<file path="src/rtl/rs_enc.sv">
// ---------------------------------------------------------------------------
// rs_enc -- systematic Reed-Solomon encoder, one symbol per clock.
//
// Message symbols (highest-degree coefficient first) pass straight through to
// the output. After K_LEN of them, the ROOTS_NUM parity symbols
// (m(x)*x^ROOTS_NUM mod g(x)) are appended, highest degree first.
// g(x) = prod_{i=0..ROOTS_NUM-1} (x + alpha^(FIRST_ROOT+i)) is expanded at
// elaboration time, so every GF multiply in the datapath has a constant
// operand.
//
// Ports
//   clk        clock
//   rst        synchronous active-high reset
//   s_tvalid   input symbol valid
//   s_tready   encoder can take an input symbol
//   s_tdata    message symbol
//   s_tlast    sender's end-of-message marker (checked only, never obeyed)
//   m_tvalid   output symbol valid
//   m_tready   downstream takes the output symbol
//   m_tdata    codeword symbol
//   m_tlast    marks the final parity symbol of a codeword
//   err_tlast  one-cycle pulse when s_tlast disagrees with the symbol count
//
// Handshake: a symbol moves on a rising edge where valid && ready. Once
// m_tvalid is high, m_tdata/m_tlast are held until m_tready. s_tready is
// derived from state and m_tready only; it never looks at s_tvalid.
// ---------------------------------------------------------------------------
module rs_enc #(
  parameter int SYMB_WIDTH = 8,
  parameter int POLY       = 285,
  parameter int N_LEN      = 255,
  parameter int K_LEN      = 239,
  parameter int FIRST_ROOT = 1
) (
  input  logic                  clk,
  input  logic                  rst,
  input  logic                  s_tvalid,
  output logic                  s_tready,
  input  logic [SYMB_WIDTH-1:0] s_tdata,
  input  logic                  s_tlast,
  output logic                  m_tvalid,
  input  logic                  m_tready,
  output logic [SYMB_WIDTH-1:0] m_tdata,
  output logic                  m_tlast,
  output logic                  err_tlast
);

  localparam int W   = SYMB_WIDTH;
  localparam int R   = N_LEN - K_LEN;
  localparam int MCW = (K_LEN > 1) ? $clog2(K_LEN) : 1;
  localparam int PCW = (R > 1) ? $clog2(R) : 1;

  localparam logic [MCW-1:0] MSG_LAST = MCW'(K_LEN - 1);
  localparam logic [PCW-1:0] PAR_LAST = PCW'(R - 1);
  localparam logic [W-1:0]   POLY_LO  = W'(POLY);

  // Shift-and-add GF(2^W) multiply. With one constant operand it reduces to
  // a small XOR network.
  function automatic logic [W-1:0] gf_mult(input logic [W-1:0] a,
                                           input logic [W-1:0] b);
    logic [W-1:0] acc;
    logic [W-1:0] sh;
    acc = '0;
    sh  = a;
    for (int i = 0; i < W; i++) begin
      if (b[i]) acc = acc ^ sh;
      sh = sh[W-1] ? ((sh << 1) ^ POLY_LO) : (sh << 1);
    end
    return acc;
  endfunction

  function automatic logic [W-1:0] gf_pow(input int e);
    logic [W-1:0] r;
    r = W'(1);
    for (int i = 0; i < e; i++) r = gf_mult(r, W'(2));
    return r;
  endfunction

  // Low-order coefficients g[0..R-1] packed LSB-first; g[R] = 1 is implied.
  function automatic logic [R*W-1:0] gen_coefs();
    logic [W-1:0]   c [0:R];
    logic [W-1:0]   root;
    logic [R*W-1:0] res;
    for (int j = 0; j <= R; j++) c[j] = '0;
    c[0] = W'(1);
    for (int i = 0; i < R; i++) begin
      root = gf_pow(FIRST_ROOT + i);
      for (int j = R; j >= 1; j--) c[j] = c[j-1] ^ gf_mult(root, c[j]);
      c[0] = gf_mult(root, c[0]);
    end
    res = '0;
    for (int j = 0; j < R; j++) res[j*W +: W] = c[j];
    return res;
  endfunction

  localparam logic [R*W-1:0] G_COEF = gen_coefs();

  typedef enum logic {
    ST_MSG    = 1'b0,
    ST_PARITY = 1'b1
  } state_t;

  state_t         state_q;
  logic [MCW-1:0] msg_cnt_q;
  logic [PCW-1:0] par_cnt_q;
  logic [W-1:0]   par_q [R];
  logic [W-1:0]   par_fb_d [R];
  logic [W-1:0]   dat_q;
  logic           vld_q;
  logic           last_q;
  logic           err_q;

  logic           out_free;
  logic           s_fire;
  logic           msg_last;
  logic [W-1:0]   fb;

  assign out_free = !vld_q || m_tready;
  assign s_tready = !rst && (state_q == ST_MSG) && out_free;
  assign s_fire   = s_tvalid && s_tready;
  assign msg_last = (msg_cnt_q == MSG_LAST);
  assign fb       = s_tdata ^ par_q[R-1];

  // Next remainder when a message symbol is absorbed (division LFSR step).
  always_comb begin
    par_fb_d = '{default: '0};
    par_fb_d[0] = gf_mult(G_COEF[0 +: W], fb);
    for (int i = 1; i < R; i++) begin
      par_fb_d[i] = par_q[i-1] ^ gf_mult(G_COEF[i*W +: W], fb);
    end
  end

  always_ff @(posedge clk) begin
    if (rst) begin
      state_q   <= ST_MSG;
      msg_cnt_q <= '0;
      par_cnt_q <= '0;
      par_q     <= '{default: '0};
      dat_q     <= '0;
      vld_q     <= 1'b0;
      last_q    <= 1'b0;
      err_q     <= 1'b0;
    end else begin
      err_q <= 1'b0;
      case (state_q)
        ST_MSG: begin
          if (s_fire) begin
            par_q  <= par_fb_d;
            dat_q  <= s_tdata;
            vld_q  <= 1'b1;
            last_q <= 1'b0;
            // Framing is judged against the counter; s_tlast is advisory.
            err_q  <= s_tlast ^ msg_last;
            if (msg_last) begin
              msg_cnt_q <= '0;
              state_q   <= ST_PARITY;
            end else begin
              msg_cnt_q <= msg_cnt_q + MCW'(1);
            end
          end else if (out_free) begin
            vld_q <= 1'b0;
          end
        end
        ST_PARITY: begin
          if (out_free) begin
            dat_q  <= par_q[R-1];
            vld_q  <= 1'b1;
            last_q <= (par_cnt_q == PAR_LAST);
            // Shifting zeros in leaves par all-zero for the next codeword.
            for (int i = R - 1; i >= 1; i--) par_q[i] <= par_q[i-1];
            par_q[0] <= '0;
            if (par_cnt_q == PAR_LAST) begin
              par_cnt_q <= '0;
              state_q   <= ST_MSG;
            end else begin
              par_cnt_q <= par_cnt_q + PCW'(1);
            end
          end
        end
        default: state_q <= ST_MSG;
      endcase
    end
  end

  assign m_tvalid  = vld_q;
  assign m_tdata   = dat_q;
  assign m_tlast   = last_q;
  assign err_tlast = err_q;

endmodule

</file>
<file path="config.mk">
export PLATFORM = sky130hd
export DESIGN_NAME = rs_enc
export DESIGN_NICKNAME = d
export VERILOG_FILES = /design/src/rtl/rs_enc.sv
export SDC_FILE = /design/constraint.sdc
export NUM_CORES = 1
export LEC_CHECK = 0
export BUFFER_PORTS_ARGS = -buffer_cell sky130_fd_sc_hd__buf_2
export CAP_MARGIN = 20
export CELL_PAD_IN_SITES_DETAIL_PLACEMENT = 1
export CELL_PAD_IN_SITES_GLOBAL_PLACEMENT = 1
export CORE_AREA = 5 5 176 178
export CTS_BUF_LIST = sky130_fd_sc_hd__clkbuf_4
export DETAILED_ROUTE_END_ITERATION = 8
export DIE_AREA = 0 0 181 183
export PLACE_DENSITY = 0.58
export REMOVE_ABC_BUFFERS = 1
export SYNTH_ARGS = -nofsm -noshare
export SYNTH_HDL_FRONTEND = slang
export SYNTH_SLANG_ARGS = --single-unit
</file>
<file path="constraint.sdc">
create_clock -name clk -period 3.1 [get_ports clk]
set_clock_uncertainty 0.2 [all_clocks]
set_input_delay 0.62 -clock clk [delete_from_list [all_inputs] [get_ports clk]]
set_output_delay 0.62 -clock clk [all_outputs]
set_load 0.05 [all_outputs]
</file>
Word-level counts from Yosys, hierarchy flattened
Index checks and enable logic that the tools add are counted.
{ "totals": {"out_inout_bits": 12, "in_bits": 13, "ff_bits": 152, "word_cells": 320} }
{ "op_classes": {"eq_ne": 5, "add_sub_neg": 2, "mux": 148, "n_reduce_logical": 11, "bitwise": 131} }
{ "op_table": {"columns": ["operator", "n"], "rows": [
  ["$mux W8", 69],
  ["$mux W128", 2],
  ["$pmux W128 S2", 1],
  ["$mux W7", 33],
  ["$not A5 Y5", 35],
  ["$xor A8 B8 Y8", 16],
  ["$mux W6", 17],
  ["$not A3 Y3", 31],
  ["$not A6 Y6", 13],
  ["$not A4 Y4", 19],
  ["$mux W5", 9],
  ["$not A7 Y7", 5],
  ["$not A2 Y2", 9],
  ["$pmux W8 S2", 1],
  ["$mux W4", 3],
  ["$mux W1", 9],
  ["$add A8 B1 Y8 const B", 1],
  ["$eq A8 B8 Y1 const B", 1],
  ["$reduce_and A2 Y1", 4],
  ["$pmux W1 S2", 3],
  ["$add A4 B1 Y4 const B", 1],
  ["$eq A4 B4 Y1 const B", 1],
  ["$logic_and A1 B1 Y1", 3],
  ["$mux W3", 1],
  ["other kinds (8)", 10]
]} }

Logic depth before layout (Yosys ltp)
Gate-level depths: netlist of the first run.
{ "logic_depth": {"word_depth": 19, "ltp_mapped": 8, "mapped_depth_nobuf": 7} }

Least setup slack after synthesis of the first run
No wires, ideal clock.
{ "synth_path": {"kind": "in2out", "start": "input rst", "end": "output s_tready", "arrival_time_ps": 2280, "required_ps": 2280, "setup_slack_ps": 0, "n_path_buf": 3, "cell_stages": 4, "path_cell_list": "clkbuf_1 > clkbuf_1 > clkbuf_1 > nor3_1"} }
{ "synth_via": {"elab_chain_cells": 3} }
{ "synth_lines": {"columns": ["item", "line", "source"], "rows": [
  ["from (decl)", "36", "input logic rst,"],
  ["$logic_not A1 Y1", "119", "assign s_tready = !rst && (state_q == ST_MSG) && out_free;"],
  ["$logic_and A1 B1 Y1 (2 in a row)", "119", null],
  ["to (decl)", "38", "output logic s_tready,"]
]} }
No other way between the ends.

Worst setup path in the final report of the first run
{ "layout_path": {"start": "register par_q[0] (netlist name)", "end": "register par_q[17] (netlist name)"} }
{ "layout_via": {"elab_chain_cells": 15} }
{ "layout_lines": {"columns": ["item", "line", "source"], "rows": [
  ["from (decl)", "106", "logic [W-1:0] par_q [R];"],
  ["from (signal assigned)", "148", "par_q <= par_fb_d;"],
  ["$xor A8 B8 Y8 *", "122", "assign fb = s_tdata ^ par_q[R-1];"],
  ["$mux W7 *", "66", "if (b[i]) acc = acc ^ sh;"],
  ["$not A5 Y5 (no line)", null, null],
  ["$mux W8 * (2 in a row)", "66", null],
  ["$not A5 Y5 (no line)", null, null],
  ["$mux W5 *", "66", null],
  ["$not A5 Y5 (no line)", null, null],
  ["$mux W6 *", "66", null],
  ["$mux W7 *", "66", null],
  ["$mux W8 * (2 in a row)", "66", null],
  ["$xor A8 B8 Y8 *", "129", "par_fb_d[i] = par_q[i-1] ^ gf_mult(G_COEF[i*W +: W], fb);"],
  ["$mux W128 *", "147", "if (s_fire) begin"],
  ["$pmux W128 S2 *", "145", "case (state_q)"]
]} }
Mark *: on every way between the ends. The rest lies on a longest branch, timed or not. The select of a mux whose other input is x is not followed.
A chain may end at the register's enable or synchronous reset.

==> impl_metrics.yaml, run 1 <==
placed_design:
  gp_congestion: 0.760
  hpwl_mm: 17.6
  io_buffers: 24
  placed_cell_area_mm2: 0.00951
  dp_slack_ps: 108
  dp_cells: 1346
logic_synthesis:
  seq_area_frac_synth_pct: 35.3
  synthXorXnorAreaFrac_pct: 21.0
  synth.area.mux_share_pct: 0.928
  synthDistinctLibCells: 46
  synth_top_cell_by_area: "dfxtp_1"
  async_reset_ff_share_pct: 0
  synth_area_leaders: "dfxtp_1 35%, a311oi_1 10%, xnor2_1 8.2%, or3_1 7.5%, nor2_1 6.8%"
  ys.flop_type: "dfxtp_1"
  synth_compound_area_share_pct: 20.3
  ys_warn_count: 0
  synth_top_area_share_pct: 35.3
  yosys.area_share.simple_pct: 18.1
  ys_ff_latch: 152
  syn_area_mm2: 0.00863
  synth-edff-count: 0
  netlist_instances: 954
  synth-adder-area-share_pct: 0.435
  syn_area_per_cell_um2: 9.04
  synth_top_family_by_area: "XOR/XNOR gates"
critical_path:
  reg2reg_to: "par_q[17]"
  crit_path_end: "par_q[17]"
  cp.arrival_ps: 2990
  critPathKind: "flip-flop to flip-flop"
  critPathTopFamily: "XOR/XNOR gates"
  rr_worst_depth: 5
  r2r_slack_ps: 410
  crit_required_ps: 3390
  cp_num_buf_inv: 0
  cp_slowest_stage_delay_ps: 670
  crit_path_start: "par_q[0]"
  start_kind: "flip-flop"
  cp_max_fo: 8
  r2r-start: "par_q[0]"
  critPathCaptureType: "flip-flop"
  crit_chain: "xor2_1, xnor3_2, xnor2_1, o21ai_0, a311oi_1"
  slowest_stage: "xnor3_2"
  critical_path_depth: 5
floorplan:
  die_h_um: 183
  die_w_um: 181
  die_area_mm2: 0.0331
  fp-row-count: 63
  initial_utilization_pct: 29.5
  fp.coreArea_mm2: 0.0292
  ioPinCount: 25
clock_tree:
  numClockSinks: 152
  cts_resized: 0
  clk_pin_slew_ps: 170
  cts_inserted_buffers: 17
  cts.hold.buffers_added: 0
  cts_htree_levels: 4
  cts_tree: "done"
  cts_buffer_depth: 2
  clockRootBuffer: "clkbuf_4"
  clkLatencyLatePin_ps: 590
  post_cts_buffers: 0
min_path:
  hold_class: "input port to flip-flop"
  whs_path_depth: 3
global_routing:
  grt_pass1_wl_mm: 41.2
  antenna_found_initial: 1
  grt_max_degree: 117
  overflow: 0
  track_usage_pct: 15.7
  grt_pass1_vias: 7015
detailed_routing:
  drtIter0Drc: 407
  dr_total_vias: 7169
  drc: 0
  vias_per_cell: 5.20
  drt_pass1_iterations: 4
  postRouteAntennaNets: 0
  wl_per_cell_um: 18.6
  routed_wl_mm: 25.7
job:
  maxCapViolations: 0
final_layout:
  nets: 991
  n_fill_cell: 3371
  area_delta_synth_final_pct: 13.6
  drive_gt1_share_pct: 14.2
  seq_area_mm2: 0.00305
  finalInstanceArea_mm2: 0.00980
  stdcell_count: 1379
  multi_input_area_mm2: 0.00528
timing:
  max_slew_margin_pct: 32.4
  hold_viol: 0
  setup_slack_ps: 407
  fmax_mhz: 371
  finalSetupViolCount: 0
  hold_slack_ps: 65.2
  worst_slew_pin_slew_ps: 1010
  fin_crit_sh_pct: 86.9
  rsz0062_at_grt: "false"
  period_needed_ps: 2690
  slew_violations: 0
power:
  power_density_mw_per_mm2: 723
  ir_drop_v: 0.000225
  finalPower_mw: 7.09
  power.leakage_nw: 3.58
outcome:
  status: "finished clean"
## synthesized netlist by cell type (all sizes together), types with 5 or more instances
master  count
xnor3      29
a22oi       5
a211oi     18
or4         5
clkbuf     69
a311oi    101
nor3        5
nand4       6
nand2      16
nand3       6
buf        12
a21oi       7
nor2      156
o21ai     102
xnor2      94
xor2       13
o211ai      7
dfxtp     152
mux2i       8
or3       104
## state kept, by name, summed over array words and instances, names as in the netlist
signal,flops
par_q,128
m_tdata,8
msg_cnt_q,8
par_cnt_q,4
err_tlast,1
m_tlast,1
m_tvalid,1
state_q,1
## worst register-to-register path: stages, from the launching register on
cell	delay [ps]
dfxtp_1	460
xor2_1	400
xnor3_2	670
xnor2_1	440
o21ai_0	150
a311oi_1	310
## cell usage in the layout, fill, tap and decap left out, drive strengths merged, types with 2 or more instances in the layout
master	count
a211oi	18
a21boi	3
a21oi	7
a22oi	5
a311oi	101
a31oi	2
and3	3
and4	4
buf	83
bufinv	2
clkbuf	17
clkinv	4
clkinvlp	3
dfxtp	152
ha	3
inv	9
mux2i	8
nand2	16
nand2b	2
nand3	6
nand4	6
nor2	156
nor2b	2
nor3	5
nor3b	3
nor4	4
o211ai	7
o21ai	102
o31a	3
or3	104
or4	5
xnor2	94
xnor3	29
xor2	13
xor3	2
## area by class of cell
type                       instances  area share, %
sequential                       152           31.1
clock buffer                      17           1.30
timing repair buffer              83           6.92
clock inverter                    15           1.68
multi-input combinational        718           53.9
inverter                           3          0.115
antenna                            1         0.0255
tap                              390           4.98
## power by group
group	leakage (nW)	internal, mW	switching [mW]	total (mW)
logic	2.18	1.66	1.75	3.41
clock network	0.152	0.495	0.855	1.35
registers	1.25	2.16	0.167	2.33
total	3.58	4.31	2.77	7.09
## cells by family (layout without fill, tap and decap cells)
group | after synthesis | after routing
xor gates and xnor gates | 138 | 138
DFF | 152 | 152
buffers and inverters | 84 | 118
adders and majority gates | 3 | 3
muxes | 8 | 8
other | 0 | 1
AOI/OAI and AO/OA | 252 | 252
and+or+nand+nor | 317 | 317
## metrics by stage
step	util [%]	TNS, ps
after floorplan	-	-698860
after global placement	32.5	0
after detailed placement	32.5	0
after CTS	33.5	0
after global routing	33.5	0
final	33.5	0
## routing by layer
metal  part of all wire, %  track usage, %  up-vias
met5                     0               0        -
met4                  0.99            3.15        0
met3                   3.8            2.76       15
met2                    46            25.1       81
met1                    49            22.4     3512
li1                      -               -     3561
## how the worst min path moves through the flow
stage,end,from
floorplan,par_cnt_q[3],par_cnt_q[3]
global placement,par_cnt_q[3],par_cnt_q[3]
detailed placement,par_cnt_q[3],par_cnt_q[3]
CTS,err_tlast,s_tlast
global route,m_tvalid,s_tvalid
finish,err_tlast,s_tlast
No activity file was read; power rests on OpenSTA's default activity.
==> inputs of run 2 (changes only) <==
--- a/config.mk
+++ b/config.mk
@@ -5,15 +5,16 @@
 export SDC_FILE = /design/constraint.sdc
 export NUM_CORES = 1
 export LEC_CHECK = 0
+export ABC_AREA = 1
 export BUFFER_PORTS_ARGS = -buffer_cell sky130_fd_sc_hd__buf_2
 export CAP_MARGIN = 20
 export CELL_PAD_IN_SITES_DETAIL_PLACEMENT = 1
 export CELL_PAD_IN_SITES_GLOBAL_PLACEMENT = 1
-export CORE_AREA = 5 5 176 178
+export CORE_AREA = 5 5 177 179
 export CTS_BUF_LIST = sky130_fd_sc_hd__clkbuf_4
 export DETAILED_ROUTE_END_ITERATION = 8
-export DIE_AREA = 0 0 181 183
-export PLACE_DENSITY = 0.58
+export DIE_AREA = 0 0 182 184
+export PLACE_DENSITY = 0.6
 export REMOVE_ABC_BUFFERS = 1
 export SYNTH_ARGS = -nofsm -noshare
 export SYNTH_HDL_FRONTEND = slang
==> constraint.sdc (replaced) <==
create_clock -name clk -period 2.7 [get_ports clk]
set_clock_uncertainty 0.2 [all_clocks]
set_input_delay 0.54 -clock clk [delete_from_list [all_inputs] [get_ports clk]]
set_output_delay 0.54 -clock clk [all_outputs]
set_load 0.05 [all_outputs]
==> run 2 against run 1 <==
Effect of this change:
- worst hold slack worse by 13 ps
- cell area increased by 4.3%
- combinational power shrank 7.0%
- global-route usage increased by 1.9 points
- die area rose by 1.1%
- area after synthesis up 0.57%
- critical endpoint is now par_q[117]
- register-to-register slack lost 210 ps
- count of clock-buffer cells in the layout rose by 2
==> impl_metrics.yaml, run 2 <==
detailed_routing:
  routed_wl_mm: 29.4
  wl_per_cell_um: 17.2
  postRouteAntennaNets: 0
  dr_total_vias: 8167
  drtIter0Drc: 444
  drc: 0
  vias_per_cell: 4.78
  drt_pass1_iterations: 4
global_routing:
  grt_use_met2_pct: 29.6
  grt_util_met1_pct: 23.7
  overflow: 0
  grt_pass1_vias: 8087
  grt.busiest_layer: "met2"
  grt_pass1_wl_mm: 46.0
  groute.layer.met3.usage_pct: 2.47
  track_usage_pct: 17.6
  grt_max_degree: 89
  antenna_found_initial: 1
clock_tree:
  cts_tree: "done"
  cts_buffer_depth: 2
  post_cts_buffers: 0
  cts_inserted_buffers: 17
  clkLatencyLatePin_ps: 610
  cts_htree_levels: 4
  numClockSinks: 152
  clk_pin_slew_ps: 130
  clockRootBuffer: "clkbuf_4"
placed_design:
  gp_congestion: 0.869
  hpwl_mm: 21.5
  dp_cells: 1669
  dp_slack_ps: -45.4
  placed_cell_area_mm2: 0.00986
  io_buffers: 24
timing:
  hold_viol: 0
  max_slew_margin_pct: 69.6
  finalSetupViolCount: 0
  fin_crit_sh_pct: 96.3
  setup_slack_ps: 98.9
  worst_slew_pin_slew_ps: 456
  hold_slack_ps: 51.8
  fmax_mhz: 384
  period_needed_ps: 2600
  rsz0062_at_grt: "false"
  slew_violations: 0
logic_synthesis:
  seq_area_frac_synth_pct: 35.1
  ys_warn_count: 0
  async_reset_ff_share_pct: 0
  netlist_instances: 1213
  ys_ff_latch: 152
  ys_top_cells_by_count: "309 x nand2_1, 152 x dfxtp_1, 125 x o21ai_0, 105 x inv_1, 95 x a21oi_1"
  synth-edff-count: 0
  synth_top_area_share_pct: 35.1
  synth.most_common_cell: "nand2_1"
  syn_area_per_cell_um2: 7.15
  syn_area_mm2: 0.00868
  synthDistinctLibCells: 44
  synth_area_leaders: "dfxtp_1 35%, nand2_1 13%, xor2_1 9.1%, o21ai_0 7.2%, a21oi_1 5.5%"
  synth_top_cell_by_area: "dfxtp_1"
  ys.flop_type: "dfxtp_1"
critical_path:
  critPathKind: "input port to flip-flop"
  critPathCaptureType: "flip-flop"
  cp.arrival_ps: 2930
  crit_required_ps: 3030
  cp_max_fo: 6
  start_kind: "input port"
  rr_worst_depth: 9
final_layout:
  layout_common_cells: "305 x nand2_1, 152 x dfxtp_1, 125 x o21ai_0, 104 x inv_1, 100 x buf_4"
  finalInstanceArea_mm2: 0.0102
  drive_gt1_share_pct: 16.8
  largest-register: "par_q"
  largest_register_ffs: 128
  nets: 1319
  area_delta_synth_final_pct: 17.8
  final_common_cell: "nand2_1"
  stdcell_count: 1707
power:
  power_density_mw_per_mm2: 713
  ir_drop_v: 0.000229
  power.leakage_nw: 4.93
  finalPower_mw: 7.29
floorplan:
  die_area_mm2: 0.0335
  initial_utilization_pct: 29.5
  die_h_um: 184
  fp-row-count: 63
  ioPinCount: 25
  fp.coreArea_mm2: 0.0294
  die_w_um: 182
job:
  maxCapViolations: 0
min_path:
  whs_path_depth: 3
  hold_class: "input port to flip-flop"
outcome:
  status: "finished clean"
==> run 2: cell count changes in the layout (fill, tap and decap cells not counted), sizes merged, moves of 47 or more <==
cell    change
a21oi      +92
a311oi    -101
buf        +47
inv       +105
nand2     +312
nand3      +69
nor2      -115
or3       -104
xnor2      -59
xor2       +86
==> run 2: area by class of cell <==
class / count / area, um2
multi-input combinational: 885 / 4930
antenna: 1 / 2.50
fill: 3703 / 19200
tap: 390 / 488
inverter: 112 / 424
sequential: 152 / 3040
timing repair buffer: 135 / 1040
clock inverter: 13 / 146
clock buffer: 19 / 143
==> run 2: logic make-up after synthesis <==
kind of cell               after synthesis  share of synthesized area [%]
AOI/OAI and AO/OA                      284                           17.9
xor gates and xnor gates               134                           15.5
adders and majority gates                3                          0.433
buffers and inverters                  176                           8.32
DFF                                    152                           35.1
and+or+nand+nor                        464                           22.7
==> run 2: metrics by stage <==
stage          setup TNS (ps)  util, %
3_5_place_dp             -190     33.6
2_1_floorplan         -622780        -
4_1_cts                     0     34.7
5_1_grt                     0     34.8
6_report                    0     34.8
3_3_place_gp            -82.2     33.6
==> run 2: layer usage <==
layer  wire length [um]  vias to the layer above  part of all wire, %
met5                  0                        -                    0
met4                505                        0                  1.7
met3                793                       27                  2.7
met2              13800                       96                   47
met1              14200                     3945                   48
li1                   -                     4099                    -
==> run 2: repair_timing <==
action | CTS | global route
setup endpoints to repair | 0 | 17
hold buffers | 5 | 0
gates resized for setup | 0 | 4
hold endpoints to repair | 5 | 0
==> run 2: power by group <==
group	switching, mW	leakage [nW]	internal, mW	total, mW
clock	0.933	0.149	0.580	1.51
combinational	1.92	3.53	1.26	3.17
sequential	0.160	1.25	2.44	2.60
total	3.01	4.93	4.28	7.29
==> run 2: worst max-delay path, cell delays in order <==
cell and delay (ps):
dlygate4sd3_1 530, buf_2 140, inv_1 70, nand2_1 60
nand2_2 190, nand2_1 130, nand2_2 210, nand2_1 90
nand3_1 120, nand2_1 70, nand2_1 80, nand3_1 220
buf_4 230, xor2_1 130, a21oi_1 120
==> run 2: final timing paths <==
kind | startpoint | end | slack [ps]
worst max register to register | par_q[6] | par_q[20] | 200
worst min-delay path | s_tdata[4] | m_tdata[4] | 50
worst max-delay path | s_tdata[3] | par_q[117] | 100
worst min register to register | msg_cnt_q[7] | msg_cnt_q[7] | 260
==> inputs of run 3 (changes only) <==
--- a/config.mk
+++ b/config.mk
@@ -8,13 +8,11 @@
 export ABC_AREA = 1
 export BUFFER_PORTS_ARGS = -buffer_cell sky130_fd_sc_hd__buf_2
 export CAP_MARGIN = 20
-export CELL_PAD_IN_SITES_DETAIL_PLACEMENT = 1
-export CELL_PAD_IN_SITES_GLOBAL_PLACEMENT = 1
 export CORE_AREA = 5 5 177 179
 export CTS_BUF_LIST = sky130_fd_sc_hd__clkbuf_4
 export DETAILED_ROUTE_END_ITERATION = 8
 export DIE_AREA = 0 0 182 184
-export PLACE_DENSITY = 0.6
+export PLACE_DENSITY = 0.49
 export REMOVE_ABC_BUFFERS = 1
 export SYNTH_ARGS = -nofsm -noshare
 export SYNTH_HDL_FRONTEND = slang
==> run 3 against run 2 <==
Effect of this change:
- count of clock-buffer cells in the layout fell by 2
- clock power fell by 5%
- die area did not move
- setup slack improved by 29 ps
- critical endpoint is now par_q[80]
==> impl_metrics.yaml, run 3 (synthesized netlist as in run 2, its figures left out) <==
floorplan:
  die_h_um: 184
  fp.coreArea_mm2: 0.0294
  die_area_mm2: 0.0335
  initial_utilization_pct: 29.5
  fp-row-count: 63
  die_w_um: 182
  ioPinCount: 25
timing:
  rsz0062_at_grt: "false"
  fmax_mhz: 389
  max_slew_margin_pct: 69.9
  slew_violations: 0
  worst_slew_pin_slew_ps: 446
  fin_crit_sh_pct: 95.3
  period_needed_ps: 2570
  hold_slack_ps: 62.6
  hold_viol: 0
  finalSetupViolCount: 0
  setup_slack_ps: 128
placed_design:
  placed_cell_area_mm2: 0.00979
  dp_slack_ps: -119
  io_buffers: 24
  hpwl_mm: 19.2
  gp_congestion: 0.881
job:
  maxCapViolations: 0
detailed_routing:
  dr_total_vias: 7892
  wl_per_cell_um: 15.5
  routed_wl_mm: 26.2
  drtIter0Drc: 573
  vias_per_cell: 4.67
  drc: 0
  postRouteAntennaNets: 0
  drt_pass1_iterations: 7
global_routing:
  track_usage_pct: 15.6
  grt_pass1_vias: 7137
  antenna_found_initial: 1
  grt_pass1_wl_mm: 40.9
  grt_max_degree: 80
  overflow: 0
final_layout:
  layout_common_cells: "303 x nand2_1, 151 x dfxtp_1, 125 x o21ai_0, 104 x inv_1, 95 x a21oi_1"
  final_common_cell: "nand2_1"
  finalInstanceArea_mm2: 0.0101
  drive_gt1_share_pct: 16.0
  nets: 1301
  area_delta_synth_final_pct: 16.7
  largest_register_ffs: 128
  largest-register: "par_q"
clock_tree:
  numClockSinks: 152
  clkLatencyLatePin_ps: 580
  cts_htree_levels: 4
  clockRootBuffer: "clkbuf_4"
  cts_buffer_depth: 2
  cts_inserted_buffers: 17
  clk_pin_slew_ps: 150
  cts_tree: "done"
critical_path:
  start_kind: "input port"
  crit_required_ps: 3020
  cp.arrival_ps: 2890
  critPathKind: "input port to flip-flop"
  cp_max_fo: 9
  critPathCaptureType: "flip-flop"
power:
  finalPower_mw: 7.01
  power.leakage_nw: 4.87
  power_density_mw_per_mm2: 692
  ir_drop_v: 0.000284
min_path:
  hold_class: "input port to flip-flop"
outcome:
  status: "finished clean"
run 3: area by class of cell:
| class | instances | area (um2) |
|---|---|---|
| Clock inverter | 15 | 158 |
| Clock buffer | 17 | 128 |
| Timing Repair Buffer | 117 | 953 |
| Tap cell | 390 | 488 |
| Multi-Input combinational cell | 885 | 4930 |
| Antenna cell | 1 | 2.50 |
| Sequential cell | 152 | 3040 |
| Inverter | 112 | 424 |
| Fill cell | 3202 | 19300 |
run 3: report_power, final:
part           switching [mW]  total, mW  internal (mW)
combinational            1.82       2.98           1.17
sequential              0.152       2.60           2.44
clock                    1.01       1.43          0.420
run 3: critical path, cell delays in order:
cell	delay (ps)
dlygate4sd3_1	530
buf_2	130
or2_1	210
nand2_2	280
buf_4	220
xor2_4	220
xor2_1	310
nand2_1	160
xor2_1	170
a21oi_1	110
run 3: timing repair:
action / in CTS / in global routing
endpoints found under the hold margin: 4 / 0
endpoints found under the setup margin: 0 / 19
setup buffers: 0 / 0
hold buffers: 4 / 0
gates resized for setup: 0 / 6
run 3: path summary, 6_finish.rpt:
path / from / endpoint / slack (ps) / depth (start not counted)
setup / recovery: s_tdata[7] / par_q[80] / 130 / 10
hold reg to reg: par_q[27] / par_q[19] / 260 / 2
hold / removal: s_tdata[1] / m_tdata[1] / 60 / 3
setup reg to reg: par_q[5] / par_q[50] / 240 / 11
run 3: routing by layer:
metal	global-route usage (%)	routed length, um
met5	0	0
met2	24.4	11700
met1	22.0	12900
met3	2.63	1060
met4	4.77	546
run 3: metrics by stage:
step           util (%)  cells  setup TNS (ps)
2_1_floorplan         -   1149         -622780
6_report           34.4   1689               0
4_1_cts            34.4   1688               0
5_1_grt            34.4   1689               0
3_5_place_dp       33.3   1652            -302
3_3_place_gp       33.3   1652            -214
